**config.mk**
```make
export PLATFORM = sky130hd
export DESIGN_NAME = mod_addsub_pipe
export DESIGN_NICKNAME = d
export VERILOG_FILES = /design/src/rtl/mod_addsub_pipe.sv
export SDC_FILE = /design/constraint.sdc
export NUM_CORES = 2
export LEC_CHECK = 0
export ABC_CLOCK_PERIOD_IN_PS = 55800
export CORE_ASPECT_RATIO = 0.8
export CORE_UTILIZATION = 45
export CTS_CLUSTER_SIZE = 30
export DETAILED_ROUTE_END_ITERATION = 12
export PLACE_DENSITY_LB_ADDON = 0.12
export SLEW_MARGIN = 20
export SYNTH_ARGS = -nofsm -noshare
export SYNTH_HDL_FRONTEND = slang
export SYNTH_SLANG_ARGS = --single-unit
```
**constraint.sdc**
```tcl
create_clock -name clk -period 55.8 [get_ports clk]
set_clock_uncertainty 0.2 [all_clocks]
set_input_delay 16.74 -clock clk [delete_from_list [all_inputs] [get_ports clk]]
set_output_delay 16.74 -clock clk [all_outputs]
set_load 0.02 [all_outputs]
```
**src/rtl/mod_addsub_pipe.sv**
```systemverilog
// mod_addsub_pipe: multi-lane modular add/sub butterfly pipeline with clock-enable stall and tag sideband
module mod_addsub_pipe #(
  parameter int         W     = 64,
  parameter logic [W:0] P     = (W+1)'(64'hFFFFFFFF00000001),
  parameter int         LANES = 1,
  parameter int         DEPTH = 6,
  parameter int         TAG_W = 8
) (
  input  logic                 clk,
  input  logic                 rst,
  input  logic                 ce,
  input  logic                 in_valid,
  input  logic [1:0]           in_op,
  input  logic [TAG_W-1:0]     in_tag,
  input  logic [LANES*W-1:0]   in_a,
  input  logic [LANES*W-1:0]   in_b,
  output logic                 out_valid,
  output logic [TAG_W-1:0]     out_tag,
  output logic [LANES*W-1:0]   out_0,
  output logic [LANES*W-1:0]   out_1
);

  if (DEPTH < 2 || !P[0] || P[W] || P <= 2) begin : g_bad
    $error("mod_addsub_pipe: DEPTH must be >= 2 and P odd with 2 < P < 2^W");
  end

  logic [W:0]           w_s  [LANES];
  logic [W:0]           w_d  [LANES];
  logic [W-1:0]         w_sm [LANES];
  logic [W-1:0]         w_dm [LANES];
  logic [LANES*W-1:0]   w_o0;
  logic [LANES*W-1:0]   w_o1;

  logic [W:0]           r_s  [LANES];
  logic [W:0]           r_d  [LANES];
  logic [1:0]           r_op;
  logic                 r_v1;
  logic [TAG_W-1:0]     r_tag1;

  logic                 r_v  [DEPTH-1];
  logic [TAG_W-1:0]     r_t  [DEPTH-1];
  logic [LANES*W-1:0]   r_o0 [DEPTH-1];
  logic [LANES*W-1:0]   r_o1 [DEPTH-1];

  for (genvar i = 0; i < LANES; i++) begin : g_lane
    logic [W-1:0] w_a;
    logic [W-1:0] w_b;
    assign w_a = in_a[i*W +: W];
    assign w_b = in_b[i*W +: W];
    // reverse butterfly swaps the subtraction operands so stage 2 never needs a negation
    assign w_s[i]  = {1'b0, w_a} + {1'b0, w_b};
    assign w_d[i]  = (in_op == 2'b11) ? {1'b0, w_b} - {1'b0, w_a} : {1'b0, w_a} - {1'b0, w_b};
    // a single conditional correction suffices because canonical inputs bound s < 2P and |d| < P
    assign w_sm[i] = (r_s[i] >= P) ? W'(r_s[i] - P) : r_s[i][W-1:0];
    assign w_dm[i] = r_d[i][W] ? W'(r_d[i] + P) : r_d[i][W-1:0];
    assign w_o0[i*W +: W] = (r_op == 2'b10) ? w_dm[i] : w_sm[i];
    assign w_o1[i*W +: W] = (r_op[0] ^ r_op[1]) ? '0 : w_dm[i];
  end

  // stage 1: raw W+1-bit sum and difference per lane, plus beat control
  always_ff @(posedge clk or posedge rst)
    if (rst) begin
      r_v1   <= 1'b0;
      r_op   <= '0;
      r_tag1 <= '0;
      for (int k = 0; k < LANES; k++) begin
        r_s[k] <= '0;
        r_d[k] <= '0;
      end
    end else if (ce) begin
      r_v1   <= in_valid;
      r_op   <= in_op;
      r_tag1 <= in_tag;
      for (int k = 0; k < LANES; k++) begin
        r_s[k] <= w_s[k];
        r_d[k] <= w_d[k];
      end
    end

  // stage 2 captures the corrected, op-selected results; later entries are retiming delay
  always_ff @(posedge clk or posedge rst)
    if (rst) begin
      for (int k = 0; k < DEPTH-1; k++) begin
        r_v[k]  <= 1'b0;
        r_t[k]  <= '0;
        r_o0[k] <= '0;
        r_o1[k] <= '0;
      end
    end else if (ce) begin
      r_v[0]  <= r_v1;
      r_t[0]  <= r_tag1;
      r_o0[0] <= w_o0;
      r_o1[0] <= w_o1;
      for (int k = 1; k < DEPTH-1; k++) begin
        r_v[k]  <= r_v[k-1];
        r_t[k]  <= r_t[k-1];
        r_o0[k] <= r_o0[k-1];
        r_o1[k] <= r_o1[k-1];
      end
    end

  assign out_valid = r_v[DEPTH-2];
  assign out_tag   = r_t[DEPTH-2];
  assign out_0     = r_o0[DEPTH-2];
  assign out_1     = r_o1[DEPTH-2];

endmodule

```
==> impl_metrics.tcl <==
set metrics [dict create \
    grt_max_degree 187 \
    worstHoldEndpoint "r_o0[313]" \
    worstSetupPathType "in -> reg" \
    finalSetupTns_ps 0 \
    async_reset_ff_share_pct 100 \
    pin_count 279 \
    crit_slowest_cell "a2111oi_0" \
    cts_num_sinks 825 \
    min_from "r_o0[313]" \
    path_buf_inv 3 \
    drt-wirelength-per-cell_um 23.2 \
    wl_mm 137 \
    setup-violations-final 0 \
    ctsHoldBuffers 0 \
    drtAntennaViolNets 0 \
    path_clk_slew_ps 60 \
    synth_area_per_cell_um2 10.3 \
    r2r.worst_path.cells 10 \
    clock.fmax_ghz 0.0475 \
    worst_r2r_endpoint "r_o0[278]" \
    p_per_area_nw_per_um2 39.5 \
    fp-row-count 104 \
    fin_area_um2 51700 \
    worstPathArrival_ps 21420 \
    die-area_um2 103000 \
    numCtsBuffers 88 \
    synth_largest_area_cell "dfrtp_1" \
    status "complete, no violations" \
    io_buffers 278 \
    p_leak_nw 22.2 \
    placed_area_um2 48800 \
    timing.final.crit_period_ps 21040 \
    crit_family "compound AO/OA/AOI/OAI gates" \
    synth_area_um2 45900 \
    synthTopCellsByCount "dfrtp_1, mux2_2, a21oi_1" \
    grt_pass1_vias 32800 \
    synth_most_common_cell "dfrtp_1" \
    rr_startpoint "r_s[3]" \
    clockBufferDepth 3 \
    cts_root_buf "clkbuf_16" \
    hpwl_mm 104 \
    start_kind "input port" \
    drive_above_1_share_pct 17.5 \
    max_stage_delay_ps 810 \
    avgViaCountPerCell 5.83 \
    rrSetupSlack_ps 51520 \
    nets 4842 \
    vias 34400 \
    die_y_um 288 \
    hold_viol_final 0 \
    synth-main-ff-cell "dfrtp_1" \
    synth-edff-count 0 \
    core-area_um2 101000 \
    drcViolationCount 0 \
    hold_path.class "reg -> reg" \
    synthesis.nets 4802 \
    grt_pass1_wl_mm 208 \
    place_ws_ps 34200 \
    track_usage_pct 26.1 \
    worstSetupEndpointType "flip-flop" \
    clkLatencyLatePin_ps 670 \
    slew_headroom_pct 27.6 \
    synth_cell_types 77 \
    ys_ff_latch 825 \
    ctsHtreeMaxLevel 3 \
    worstPathRequired_ps 56180 \
    whs_path_depth 1 \
    tightest_slew_ps 1090 \
    overflow 0 \
    drt_iter0_markers 3440 \
    n_antenna_cell 0 \
    worst_slack_ps 34760 \
    tritoncts "built" \
    yosys-top-cells-area "dfrtp_1, mux2_2, ha_1, a21oi_1, xnor2_1" \
    synth_top_area_share_pct 45.0 \
    start_util_pct 45.5 \
    path_max_fanout 11 \
    worstPathCellList "clkdlybuf4s50_1 -> inv_1 -> ha_1 -> inv_1 -> a2111oi_0 -> a21oi_1 -> a2111oi_0 -> o211ai_1 -> o21ai_0 -> a31oi_1 -> o21a_1 -> or3_1 -> a31oi_1" \
    drv_slew 0 \
    yosysWarnings 0 \
    drv_cap 0 \
    cts_resized 0 \
    synthToLayoutAreaGrowth_pct 12.6 \
    utilization_pct 51.3 \
    cts_setup_buffers 0 \
    timing.final.crit_share_pct 37.7 \
    rsz0062_at_grt "no" \
    peakVddDrop_v 0.0000261 \
    seq_area_frac_synth_pct 45.0 \
    dr.pass1.iters 6 \
    die_w_um 359 \
    syn_inst 4461 \
    antenna_found_initial 0 \
    routabilityCongestion 0.972 \
]
cell usage in the layout, fill, tap and decap left out, types with 21 or more instances in the layout:
cell type,synthesis,final
a21o_1,46,46
ha_1,196,195
buf_4,137,21
nor3_1,78,78
nand3_1,60,60
xor2_1,64,64
nor2_1,327,327
a31oi_1,26,26
mux2_2,604,604
clkbuf_16,0,89
o2bb2ai_1,66,66
nand4_1,51,51
o211ai_1,51,51
clkdlybuf4s50_1,0,277
o21bai_1,51,51
inv_1,235,233
nand2b_1,22,22
xnor2_1,169,169
dfrtp_1,825,825
nor4_1,46,46
a21oi_1,382,382
clkbuf_1,187,22
and3_1,22,22
a211oi_1,24,24
o21ai_0,209,209
nor2b_1,28,28
nand2_1,236,233
flip-flops by register name, indices dropped and copies added (netlist names):
name,count
out_0,64
out_1,64
out_tag,8
out_valid,1
r_d,65
r_o0,256
r_o1,256
r_op,2
r_s,64
r_t,32
r_tag1,8
r_v,4
r_v1,1
per-stage QoR:
step / cells / hold WS [ps] / power [W]
6_report: 5896 / 283 / 0.00204
5_1_grt: 5896 / 304 / 0.00214
4_1_cts: 5896 / 283 / 0.00205
3_5_place_dp: 5736 / 268 / 0.00146
3_3_place_gp: 5736 / 265 / 0.00145
2_1_floorplan: 4461 / 248 / 0.00127
worst max-delay path by stage:
stage | start | endpoint | depth (start not counted)
2_1_floorplan | rst | out_0[0] | 1
3_3_place_gp | in_a[26] | r_s[57] | 13
3_5_place_dp | in_a[26] | r_s[57] | 13
4_1_cts | in_a[26] | r_s[57] | 13
5_1_grt | in_a[26] | r_s[57] | 13
6_report | in_a[26] | r_s[57] | 13
final cells by class:
cell class	instances	area, um^2
Clock buffer	129	2560
Clock inverter	31	375
Fill cell	9206	49100
Inverter	237	898
Multi-Input combinational cell	3045	22500
Sequential cell	825	20600
Tap cell	1325	1660
Timing Repair Buffer	304	3040
where the power goes:
group | switching (W) | internal [W]
sequential | 0.000129 | 0.000771
combinational | 0.000294 | 0.000262
clock | 0.000245 | 0.000340
total | 0.000668 | 0.00137
layer usage:
| layer | vias up | part of all wire [%] | GRT usage, % |
|---|---|---|---|
| li1 | 15800 | - | - |
| met1 | 17200 | 51 | 42.3 |
| met2 | 1197 | 41 | 36.6 |
| met3 | 160 | 6.0 | 3.16 |
| met4 | 0 | 2.0 | 5.58 |
| met5 | - | 0 | 0 |
kinds of logic (layout without fill, tap and decap cells):
| family | after synthesis | count (layout) | synth area share (%) |
|---|---|---|---|
| buffers and inverters | 591 | 701 | 5.96 |
| flip-flops | 825 | 825 | 45.0 |
| AO/OA/AOI/OAI | 1037 | 1037 | 14.1 |
| AND/OR/NAND/NOR | 954 | 954 | 9.82 |
| multiplexers | 622 | 622 | 15.2 |
| adder cells (fa/ha/maj) | 199 | 199 | 5.47 |
| XOR/XNOR | 233 | 233 | 4.44 |
(Power assumes the default switching activity.)
